### src/rtl/decode_pkg.sv
// Shared types and constants for the decode stage.
// Illegal-opcode constants only exist when DECODE_ILLEGAL_TRAP_EN is defined.
package decode_pkg;

    localparam int IW_C   = 32;
    localparam int PCW_C  = 32;
    localparam int IMMW_C = 16;

    localparam int OPC_LSB   = 26;
    localparam int RS_LSB    = 21;
    localparam int RT_LSB    = 16;
    localparam int RD_LSB    = 11;
    localparam int FUNCT_LSB = 0;
    localparam int IMM_LSB   = 0;
    localparam int SHAMT_LSB = 6;

    localparam logic [5:0] OP_ANDI = 6'h0C;
    localparam logic [5:0] OP_ORI  = 6'h0D;
    localparam logic [5:0] OP_XORI = 6'h0E;
    localparam logic [5:0] OP_LUI  = 6'h0F;

`ifdef DECODE_ILLEGAL_TRAP_EN
    localparam logic [5:0] OP_RTYPE = 6'h00;
    localparam logic [5:0] OP_J     = 6'h02;
    localparam logic [5:0] OP_LB    = 6'h20;
    localparam logic [5:0] OP_SW    = 6'h2B;

    localparam logic [5:0] FN_SLL  = 6'h00;
    localparam logic [5:0] FN_SRL  = 6'h02;
    localparam logic [5:0] FN_SRA  = 6'h03;
    localparam logic [5:0] FN_JR   = 6'h08;
    localparam logic [5:0] FN_ADD  = 6'h20;
    localparam logic [5:0] FN_SLTU = 6'h2B;
`endif

    typedef enum logic [1:0] {
        ST_EMPTY,
        ST_ONE,
        ST_FULL
    } state_e;

    typedef struct packed {
        logic [PCW_C-1:0]  pc;
        logic [5:0]        opcode;
        logic [4:0]        rs;
        logic [4:0]        rt;
        logic [4:0]        rd;
        logic [5:0]        funct;
        logic [IMMW_C-1:0] imm;
        logic              u;
        logic              illegal;
    } decoded_t;

endpackage

### src/rtl/instr_field_decoder.sv
// Combinational field split of one instruction into a decoded_t.
// The illegal-opcode table is built only with DECODE_ILLEGAL_TRAP_EN.
module instr_field_decoder
    import decode_pkg::*;
#(
    parameter int IW  = IW_C,
    parameter int PCW = PCW_C
) (
    input  logic [IW-1:0]  instr,
    input  logic [PCW-1:0] pc,
    output decoded_t       dec
);

    logic [5:0] opc;
    logic [5:0] fn;
    logic       unused_shamt;

    assign opc = instr[OPC_LSB +: 6];
    assign fn  = instr[FUNCT_LSB +: 6];
    assign unused_shamt = ^instr[SHAMT_LSB +: 5];

    always_comb begin
        dec         = '0;
        dec.pc      = pc;
        dec.opcode  = opc;
        dec.rs      = instr[RS_LSB +: 5];
        dec.rt      = instr[RT_LSB +: 5];
        dec.rd      = instr[RD_LSB +: 5];
        dec.funct   = fn;
        dec.imm     = instr[IMM_LSB +: IMMW_C];
        // Logical immediates and LUI zero-extend; everything else sign-extends.
        dec.u       = opc inside {OP_ANDI, OP_ORI, OP_XORI, OP_LUI};
`ifdef DECODE_ILLEGAL_TRAP_EN
        unique case (1'b1)
            opc == OP_RTYPE:
                dec.illegal = !(fn inside {FN_SLL, FN_SRL, FN_SRA, FN_JR,
                                           [FN_ADD:FN_SLTU]});
            opc inside {[OP_J:OP_LUI], [OP_LB:OP_SW]}:
                dec.illegal = 1'b0;
            default:
                dec.illegal = 1'b1;
        endcase
`endif
    end

endmodule

### src/rtl/instr_decode_stage.sv
// Registered decode stage with a 2-entry skid buffer ahead of execute.
// Define DECODE_ILLEGAL_TRAP_EN to drive out_illegal from the opcode table.
module instr_decode_stage
    import decode_pkg::*;
#(
    parameter int IW   = 32,
    parameter int PCW  = 32,
    parameter int IMMW = 16
) (
    input  logic            clk,
    input  logic            rst_n,
    input  logic            flush,
    input  logic            in_valid,
    output logic            in_ready,
    input  logic [IW-1:0]   in_instr,
    input  logic [PCW-1:0]  in_pc,
    output logic            out_valid,
    input  logic            out_ready,
    output logic [PCW-1:0]  out_pc,
    output logic [5:0]      out_opcode,
    output logic [4:0]      out_rs,
    output logic [4:0]      out_rt,
    output logic [4:0]      out_rd,
    output logic [5:0]      out_funct,
    output logic [IMMW-1:0] out_imm,
    output logic            out_u,
    output logic            out_illegal
);

    decoded_t dec;
    decoded_t main_q, main_d;
    decoded_t skid_q, skid_d;
    state_e   state_q, state_d;
    logic     in_ready_q, in_ready_d;
    logic     out_valid_q, out_valid_d;
    logic     acc, drn;

    instr_field_decoder #(
        .IW  (IW),
        .PCW (PCW)
    ) u_dec (
        .instr (in_instr),
        .pc    (in_pc),
        .dec   (dec)
    );

    assign acc = in_valid && in_ready_q;
    assign drn = out_valid_q && out_ready;

    always_ff @(posedge clk or negedge rst_n) begin
        if (!rst_n) begin
            state_q     <= ST_EMPTY;
            in_ready_q  <= 1'b0;
            out_valid_q <= 1'b0;
            main_q      <= '0;
            skid_q      <= '0;
        end else begin
            state_q     <= state_d;
            in_ready_q  <= in_ready_d;
            out_valid_q <= out_valid_d;
            main_q      <= main_d;
            skid_q      <= skid_d;
        end
    end

    always_comb begin
        state_d = state_q;
        unique case (state_q)
            ST_EMPTY: if (acc) state_d = ST_ONE;
            ST_ONE: begin
                if (acc && !drn)      state_d = ST_FULL;
                else if (!acc && drn) state_d = ST_EMPTY;
            end
            ST_FULL:  if (drn) state_d = ST_ONE;
            default:  state_d = ST_EMPTY;
        endcase
        if (flush) state_d = ST_EMPTY;
    end

    // Flush leaves stale data in place; only the valid flags are cleared.
    always_comb begin
        main_d      = main_q;
        skid_d      = skid_q;
        in_ready_d  = (state_d != ST_FULL);
        out_valid_d = (state_d != ST_EMPTY);
        if (!flush) begin
            unique case (state_q)
                ST_EMPTY: if (acc) main_d = dec;
                ST_ONE: begin
                    if (acc && drn) main_d = dec;
                    else if (acc)   skid_d = dec;
                end
                ST_FULL:  if (drn) main_d = skid_q;
                default:  ;
            endcase
        end
    end

    assign in_ready    = in_ready_q;
    assign out_valid   = out_valid_q;
    assign out_pc      = main_q.pc;
    assign out_opcode  = main_q.opcode;
    assign out_rs      = main_q.rs;
    assign out_rt      = main_q.rt;
    assign out_rd      = main_q.rd;
    assign out_funct   = main_q.funct;
    assign out_imm     = main_q.imm;
    assign out_u       = main_q.u;
    assign out_illegal = main_q.illegal;

endmodule

### config.mk
export PLATFORM = sky130hd
export DESIGN_NAME = instr_decode_stage
export DESIGN_NICKNAME = d
export VERILOG_FILES = /design/src/rtl/decode_pkg.sv /design/src/rtl/instr_field_decoder.sv /design/src/rtl/instr_decode_stage.sv
export SDC_FILE = /design/constraint.sdc
export NUM_CORES = 1
export LEC_CHECK = 0
export CAP_MARGIN = 25
export CORE_AREA = 2 2 114 116
export CTS_CLUSTER_SIZE = 16
export DETAILED_ROUTE_END_ITERATION = 12
export DIE_AREA = 0 0 116 118
export HOLD_SLACK_MARGIN = 0.15
export PLACE_DENSITY_LB_ADDON = 0.05
export SETUP_SLACK_MARGIN = 0.15
export SYNTH_ARGS = -nofsm -noshare
export SYNTH_HDL_FRONTEND = slang
export SYNTH_SLANG_ARGS = --single-unit
### constraint.sdc
create_clock -name clk -period 5 [get_ports clk]
set_input_delay 1 -clock clk [delete_from_list [all_inputs] [get_ports clk]]
set_output_delay 1 -clock clk [all_outputs]
set_load 0.03 [all_outputs]
Yosys cells after proc, flatten, opt, wreduce, memory -nomap -nowiden
Cells that the tools add are included.
- bits of input ports: 69
- output and inout port bits: 79
- logic and storage cells: 55
- flip-flop bits (word level): 157
- mux-type cells: 10
- reduce and logical (&&, ||, !) cells: 13
- equal/unequal tests: 10
- bitwise operators: 2
- operators by type and width (operator ; number):
    $mux 77 ; 3
    $pmux 77 s3 ; 1
    $eq 6x4->1 const B ; 4
    $mux 2 ; 5
    $ne 2x2->1 const B ; 4
    $pmux 2 s3 ; 1
    $logic_and 1x1->1 ; 5
    $reduce_and 5->1 ; 1
    $reduce_and 4->1 ; 1
    $reduce_bool 4->1 ; 1
    $reduce_bool 3->1 ; 1
    $eq 2x1->1 const B ; 1
    $eq 2x2->1 const B ; 1
    $logic_not 1->1 ; 2
    $logic_not 2->1 ; 1
    $not 1->1 ; 2
    $reduce_bool 2->1 ; 1

Depth between registers and ports, before layout
Gate-level depths: netlist of run 1.
- depth in word-level cells: 8
- mapped depth: 6
- mapped depth without buffers: 4

Cells and area by module
Synthesis of run 1 repeated with hierarchy kept, for this count alone.
- cell total of the unflattened synthesis: 720
- area total of the unflattened synthesis: 8231.6 um^2
- modules (own cells, without submodules) (module ; instances ; area each (um^2) ; seq. area each (um^2) ; cells each):
    instr_decode_stage ; 1 ; 7644.8 ; 3953.8 ; 642
    instr_field_decoder ; 1 ; 586.8 ; 0.0 ; 78

Worst setup path before layout of run 1
No wires, ideal clock.
- kind: input to register
- from: input port in_valid
- to: register skid_q[36] (netlist name)
- setup slack: 2.797 ns
- library setup time: 0.125 ns
- arrival time: 2.077 ns
- cell stages on the path: 5
- required time: 4.875 ns
- path buffers: 2
- cell sequence: nand4b_1 > or3b_1 > buf_6 > buf_6 > mux2_4
- longest elaborated chain between the ends: 4
- ends and longest elaborated chain (what ; RTL line ; text):
    start: declaration ; instr_decode_stage.sv:13 ; input logic in_valid,
    $logic_and 1x1->1 * ; instr_decode_stage.sv:47 ; assign acc = in_valid && in_ready_q;
    $logic_and 1x1->1 ; instr_decode_stage.sv:90 ; if (acc && drn) main_d = dec;
    $not 1->1 (no line) ; n/a ;
    $reduce_and 4->1 (no line) * ; n/a ;
    end signal: assignment ; instr_decode_stage.sv:62 ; skid_q <= skid_d;
    end: declaration ; instr_decode_stage.sv:32 ; decoded_t skid_q, skid_d;
Every way passes the cells marked *; elsewhere a longest branch is shown, timed or not.
A chain may end at the register's enable or synchronous reset.

Final worst setup path of run 1
- from: input port out_ready
- to: register skid_q[12] (netlist name)
- longest elaborated chain between the ends: 4
- ends and longest elaborated chain (what ; RTL line ; text):
    start: declaration ; instr_decode_stage.sv:18 ; input logic out_ready,
    $logic_and 1x1->1 ; instr_decode_stage.sv:48 ; assign drn = out_valid_q && out_ready;
    $logic_and 1x1->1 ; instr_decode_stage.sv:90 ;
    $not 1->1 (no line) ; n/a ;
    $reduce_and 4->1 (no line) ; n/a ;
No other way between the ends.

==> flow_summary.json, run 1 <==
{
  "worst_pin_slew_ps": 941,
  "syn_nets": 585,
  "start_util_pct": 49.0,
  "cp_max_fo": 42,
  "wirelength_um": 13100,
  "rows": 41,
  "synthXorXnorAreaFrac_pct": 0,
  "routedWlPerCell_um": 15.9,
  "end_kind": "register",
  "cts_htree_levels": 4,
  "vias": 4174,
  "cap_violations": 0,
  "startpoint_type": "primary input",
  "ys_top_cells_by_count": "197 x nand2_1, 134 x dfrtp_1, 86 x mux2_2",
  "synth_top_area_share_pct": 55.1,
  "ys_seq_area_share_pct": 55.1,
  "synth_top_family_by_area": "multiplexers",
  "grt_pass1_vias": 4474,
  "cp.arrival_ps": 3280,
  "highest_layer": "met4",
  "pin_count": 148,
  "synth-simple-area-share_pct": 13.1,
  "dp.final_hpwl_um": 8270,
  "cts_hold_buf": 0,
  "clock_skew_ps": 6.13,
  "syn-cell-area_um2": 6090,
  "ys_ff_latch": 134,
  "irDropWorstVdd_mv": 0.282,
  "ys_types": 23,
  "finalNetCount": 715,
  "wl_met3_um": 716,
  "cts_buffer_depth": 2,
  "cts_made_buffers": 17,
  "synth-edff-count": 0,
  "synth_area_leaders": "dfrtp_1 55%, mux2_2 16%, nand2_1 12%",
  "io_buffers": 146,
  "avgSynthCellArea_um2": 11.8,
  "syn_inst": 516,
  "drt_iter0_drc": 210,
  "hold_ws_ps": 485,
  "num_antenna_cells": 0,
  "fp.dieH_um": 118,
  "status": "finished, final reports clean",
  "fin_crit_sh_pct": 59.9,
  "drtAntennaViolNets": 0,
  "synth.area.mux_share_pct": 26.2,
  "rsz0062_at_grt": "false",
  "setup_slack_ps": 2010,
  "path_clk_slew_ps": 50,
  "dieArea_um2": 13700,
  "vias_per_cell": 5.05,
  "first_pass_iters": 4,
  "synth_fa_ha_area_share_pct": 0,
  "coreArea_um2": 12400,
  "fmax_mhz": 334,
  "path_class": "primary input to register",
  "cts_root_buf": "clkbuf_16",
  "pre_cts_ws_ps": 1570,
  "tns_ps": 0,
  "yosysWarnings": 0,
  "synth_compound_gate_area_share_pct": 0.884,
  "async_flop_share_pct": 100,
  "min_period_ps": 2990,
  "track_usage_pct": 20.6,
  "drive_gt1_share_pct": 24.4,
  "ys.flop_type": "dfrtp_1",
  "final-hold-violation-count": 0,
  "grt_pass1_wl_um": 21800,
  "setup-violations-final": 0,
  "synth_top_area_cell": "dfrtp_1",
  "antenna_found_initial": 0,
  "wl_met1_um": 5630,
  "reg2reg_slack_ps": 2680,
  "required_ps": 5290,
  "cts-resized-gates": 0,
  "clkLatencyLatePin_ps": 410,
  "p_per_area_nw_per_um2": 553,
  "gp_congestion": 0.697,
  "drc": 0,
  "cts_tree": "done",
  "wl_met2_um": 6660,
  "die_w_um": 116,
  "p_leak_nw": 3.79,
  "yosysMostFrequentCell": "nand2_1",
  "drv_slew": 0,
  "grt_overflow": 0,
  "slew_headroom_pct": 37.2,
  "min_path_type": "register to register",
  "post-cts-setup-buffers": 0,
  "area_delta_synth_final_pct": 32.3,
  "clock-sinks": 134,
  "grt_max_degree": 104
}
==> flip-flops by register name (all words and copies together) (netlist names) <==
register,flops
out_opcode,6
out_pc,32
out_valid,1
skid_q,65
out_u,1
out_rs,5
in_ready,1
state_q,2
out_rd,5
out_imm,6
out_rt,5
out_funct,5
==> power by group <==
part	internal, mW	total (mW)	switching [mW]
clock	0.657	1.07	0.412
combinational	0.844	1.62	0.773
sequential	1.52	1.77	0.248
==> cell usage in the layout (no fill, tap or decap) <==
cell	synthesis	routed
buf_6	10	1
mux2_1	5	5
o21bai_1	1	1
nand2_1	197	197
buf_4	13	5
clkinv_2	0	4
clkinvlp_4	0	1
o41ai_2	1	1
clkdlybuf4s50_1	0	145
and3b_1	1	1
nand2b_1	3	2
o41ai_1	1	1
inv_1	1	1
mux2_4	38	38
a221o_1	1	1
nand2b_2	0	1
clkbuf_16	0	17
a21oi_4	0	1
dfrtp_1	134	134
nor2b_4	0	1
or3b_4	0	1
clkbuf_1	9	3
conb_1	1	1
nand4b_1	2	2
mux2_2	86	86
a31oi_1	1	1
clkbuf_8	0	3
==> cell type report <==
| cell class | instances | area [um2] |
|---|---|---|
| clock buffers | 23 | 478 |
| multi-input cells | 341 | 2480 |
| fillers | 1013 | 4360 |
| inverters | 1 | 3.75 |
| well taps | 172 | 215 |
| flip-flops and latches | 134 | 3350 |
| clock inverters | 5 | 27.5 |
| repair buffers | 151 | 1500 |
==> cell families (layout without fill, tap and decap cells) <==
| group | after synthesis | count (layout) |
|---|---|---|
| buf+inv | 41 | 180 |
| mux | 129 | 129 |
| other cells | 1 | 1 |
| flops | 134 | 134 |
| simple gates | 205 | 205 |
| compound gates | 6 | 6 |
==> routing by layer <==
layer  vias up  global-route usage (%)
met2       111                    34.4
met5         -                       0
met4         0                    5.43
li1       1935                       -
met1      2115                    25.9
met3        13                    6.23
==> stage by stage <==
| stage | power [mW] | cell area, um2 | utilization (%) | std cells |
|---|---|---|---|---|
| 2_1_floorplan | 2.78 | 6090 | - | 516 |
| 3_3_place_gp | 3.35 | 7550 | 60.8 | 799 |
| 3_5_place_dp | 3.40 | 7550 | 60.8 | 799 |
| 4_1_cts | 4.50 | 8050 | 64.9 | 827 |
| 5_1_grt | 4.68 | 8050 | 64.9 | 827 |
| 6_report | 4.45 | 8050 | 64.9 | 827 |
==> critical path, cell delays in order <==
cell and delay (ps):
clkdlybuf4s50_1 480, nand2_1 90, or3b_4 760, buf_4 520
mux2_2 390
==> path summary, 6_finish.rpt <==
| check | startpoint | end | depth (start not counted) |
|---|---|---|---|
| max | out_ready | skid_q[12]$_DFFE_PN0P_ | 5 |
| min | skid_q[1]$_DFFE_PN0P_ | skid_q[1]$_DFFE_PN0P_ | 2 |
| max reg2reg | state_q[0]$_DFF_PN0_ | skid_q[12]$_DFFE_PN0P_ | 4 |
| min reg2reg | skid_q[1]$_DFFE_PN0P_ | skid_q[1]$_DFFE_PN0P_ | 2 |
| max in group asynchronous | rst_n | out_pc[8]$_DFFE_PN0P_ | 2 |
| min in group asynchronous | rst_n | out_pc[0]$_DFFE_PN0P_ | 1 |
Power figures use the tool's default switching activity.
==> run 2: changes to the inputs <==
==> constraint.sdc (replaced) <==
create_clock -name clk -period 2.8 [get_ports clk]
set_input_delay 0.56 -clock clk [delete_from_list [all_inputs] [get_ports clk]]
set_output_delay 0.56 -clock clk [all_outputs]
set_load 0.03 [all_outputs]
==> run 2 against run 1 <==
Effect of this change:
- count of clock-buffer cells in the layout grew 6
- cell area grew 1.2%
- hold slack gained 2.5 ps
- clock power grew 88%
- worst setup slack lost 1300 ps
- first-iteration DRC count grew 29%
- non-clock buffer count grew 5
- critical path depth shrank 4
- cell count grew 1.1%
- core utilization grew 0.77 points
- flip-flop and latch count is the same
- largest power group unchanged
==> flow_summary.json, run 2 (synthesis gave the netlist of run 1 again) <==
{
  "status": "finished, final reports clean",
  "hold_depth": 2,
  "irDropWorstVdd_mv": 0.644,
  "dp.final_hpwl_um": 8400,
  "p_seq_share_pct": 39.1,
  "comb_power_share_pct": 35.9,
  "cts_tree": "done",
  "r2r-end": "skid_q[57]$_DFFE_PN0P_",
  "p_per_area_nw_per_um2": 988,
  "worst_pin_slew_ps": 774,
  "finalNetCount": 720,
  "min_path_type": "register to register",
  "cp_max_fo": 3,
  "vias": 4117,
  "post-cts-setup-buffers": 0,
  "post-route-util_pct": 65.6,
  "path_cells": "clkdlybuf4s50_1",
  "required_ps": 2240,
  "first_pass_iters": 4,
  "max_stage_delay_ps": 700,
  "swShare_pct": 32.0,
  "setup-violations-final": 0,
  "clkLatencyLatePin_ps": 410,
  "holdPathEnd": "skid_q[1]$_DFFE_PN0P_",
  "drv_slew": 0,
  "num_antenna_cells": 0,
  "clkPwrFrac_pct": 25.0,
  "path_clk_slew_ps": 50,
  "crit_slowest_cell": "clkdlybuf4s50_1",
  "cts-resized-gates": 0,
  "final-hold-violation-count": 0,
  "drt_iter0_drc": 270,
  "reg2reg_slack_ps": 910,
  "grt_pass1_vias": 4405,
  "startpoint_type": "register",
  "track_usage_pct": 20.7,
  "antenna_found_initial": 0,
  "grt_pass1_wl_um": 21900,
  "min_period_ps": 2070,
  "io_buffers": 146,
  "clock_skew_ps": 4.49,
  "area_delta_synth_final_pct": 33.8,
  "crit_buf_inv": 1,
  "pin_count": 148,
  "wirelength_um": 13300,
  "top_register": "skid_q",
  "drtAntennaViolNets": 0,
  "coreArea_um2": 12400,
  "die_w_um": 116,
  "final_cell_area_um2": 8150,
  "grt_overflow": 0,
  "dieArea_um2": 13700,
  "start_util_pct": 49.0,
  "p_leak_nw": 3.83,
  "layout_commonest_cell": "nand2_1",
  "layout_common_cells": "197 x nand2_1, 145 x clkdlybuf4s50_1, 134 x dfrtp_1, 86 x mux2_2, 38 x mux2_4",
  "cts_buffer_depth": 2,
  "hold_ws_ps": 488,
  "vias_per_cell": 4.92,
  "path_class": "register to output port",
  "clock-sinks": 134,
  "fin_crit_sh_pct": 74.0,
  "drive_gt1_share_pct": 24.7,
  "p_int_mw": 5.47,
  "worst-path-stages": 1,
  "fp.dieH_um": 118,
  "routedWlPerCell_um": 15.9,
  "dp_cells": 803,
  "rsz0062_at_grt": "false",
  "tns_ps": 0,
  "end_kind": "output port",
  "grt_max_degree": 67,
  "cts_htree_levels": 4,
  "drc": 0,
  "hp-start": "skid_q[1]$_DFFE_PN0P_",
  "cts_made_buffers": 17,
  "switchingPower_mw": 2.58,
  "gp_congestion": 0.735,
  "crit_family": "buffers and inverters",
  "r2r_cells": 4,
  "largest_reg_flops": 65,
  "fmax_mhz": 483,
  "rows": 41,
  "cts_root_buf": "clkbuf_16",
  "placed_area_um2": 7600,
  "instances_no_fill": 836,
  "slew_headroom_pct": 48.4,
  "r2r-start": "state_q[1]$_DFF_PN0_",
  "cap_violations": 0,
  "cp.arrival_ps": 1510
}
==> run 2: cell count changes in the layout (fill, tap and decap cells not counted) <==
| cell | change |
|---|---|
| buf_12 | +2 |
| buf_4 | +2 |
| clkbuf_1 | +4 |
| clkbuf_8 | +2 |
| clkinv_2 | -1 |
| clkinvlp_4 | -1 |
| dlygate4sd3_1 | +1 |
==> run 2: layer usage <==
layer  global-route usage (%)  part of all wire [%]
met1                     27.1                    44
met2                     32.6                    49
met3                     6.75                   5.6
met4                     6.70                   1.3
met5                        0                     0
==> run 2: timing repair <==
item,4_1_cts,5_1_grt
endpoints found under the setup margin,0,0
hold endpoints to repair,2,0
hold buffers,1,0
==> run 2: metrics by stage <==
stage,setup slack [ps],total power [mW]
floorplan,1020,4.97
finish,729,8.05
CTS,712,8.13
detailed placement,359,6.08
global placement,386,5.99
global route,673,8.46
==> run 2: how the worst max path moves through the flow <==
stage | to | start | slack (ps)
3_5_place_dp | skid_q[57]$_DFFE_PN0P_ | in_valid | 360
2_1_floorplan | skid_q[36]$_DFFE_PN0P_ | in_ready$_DFF_PN0_ | 1020
6_report | out_imm[3] | out_funct[3]$_DFFE_PN0P_ | 730
4_1_cts | out_imm[3] | out_funct[3]$_DFFE_PN0P_ | 710
3_3_place_gp | skid_q[7]$_DFFE_PN0P_ | out_ready | 390
5_1_grt | out_funct[3] | out_funct[3]$_DFFE_PN0P_ | 670
==> run 2: worst reg2reg max path, delay by kind of cell, from the launching register on <==
family	cells	cell delay, ps
multiplexers	1	410
flip-flops	1	430
AND/OR/NAND/NOR	2	620
buffers and inverters	1	320
==> run 2: power groups by stage <==
| stage | Clock [mW] | Sequential, mW | Combinational, mW |
|---|---|---|---|
| finish | 2.01 | 3.15 | 2.89 |
| global route | 2.14 | 3.25 | 3.07 |
| CTS | 2.05 | 3.15 | 2.93 |
| detailed placement | 0 | 3.17 | 2.92 |
| global placement | 0 | 3.13 | 2.86 |
| floorplan | 0 | 3.73 | 1.24 |
==> run 2: layout make-up <==
type / instances / area, um2
clock buffers: 29 / 520
clock inverters: 3 / 15.0
fillers: 981 / 4270
inverters: 1 / 3.75
multi-input cells: 341 / 2480
flip-flops and latches: 134 / 3350
well taps: 172 / 215
repair buffers: 156 / 1570
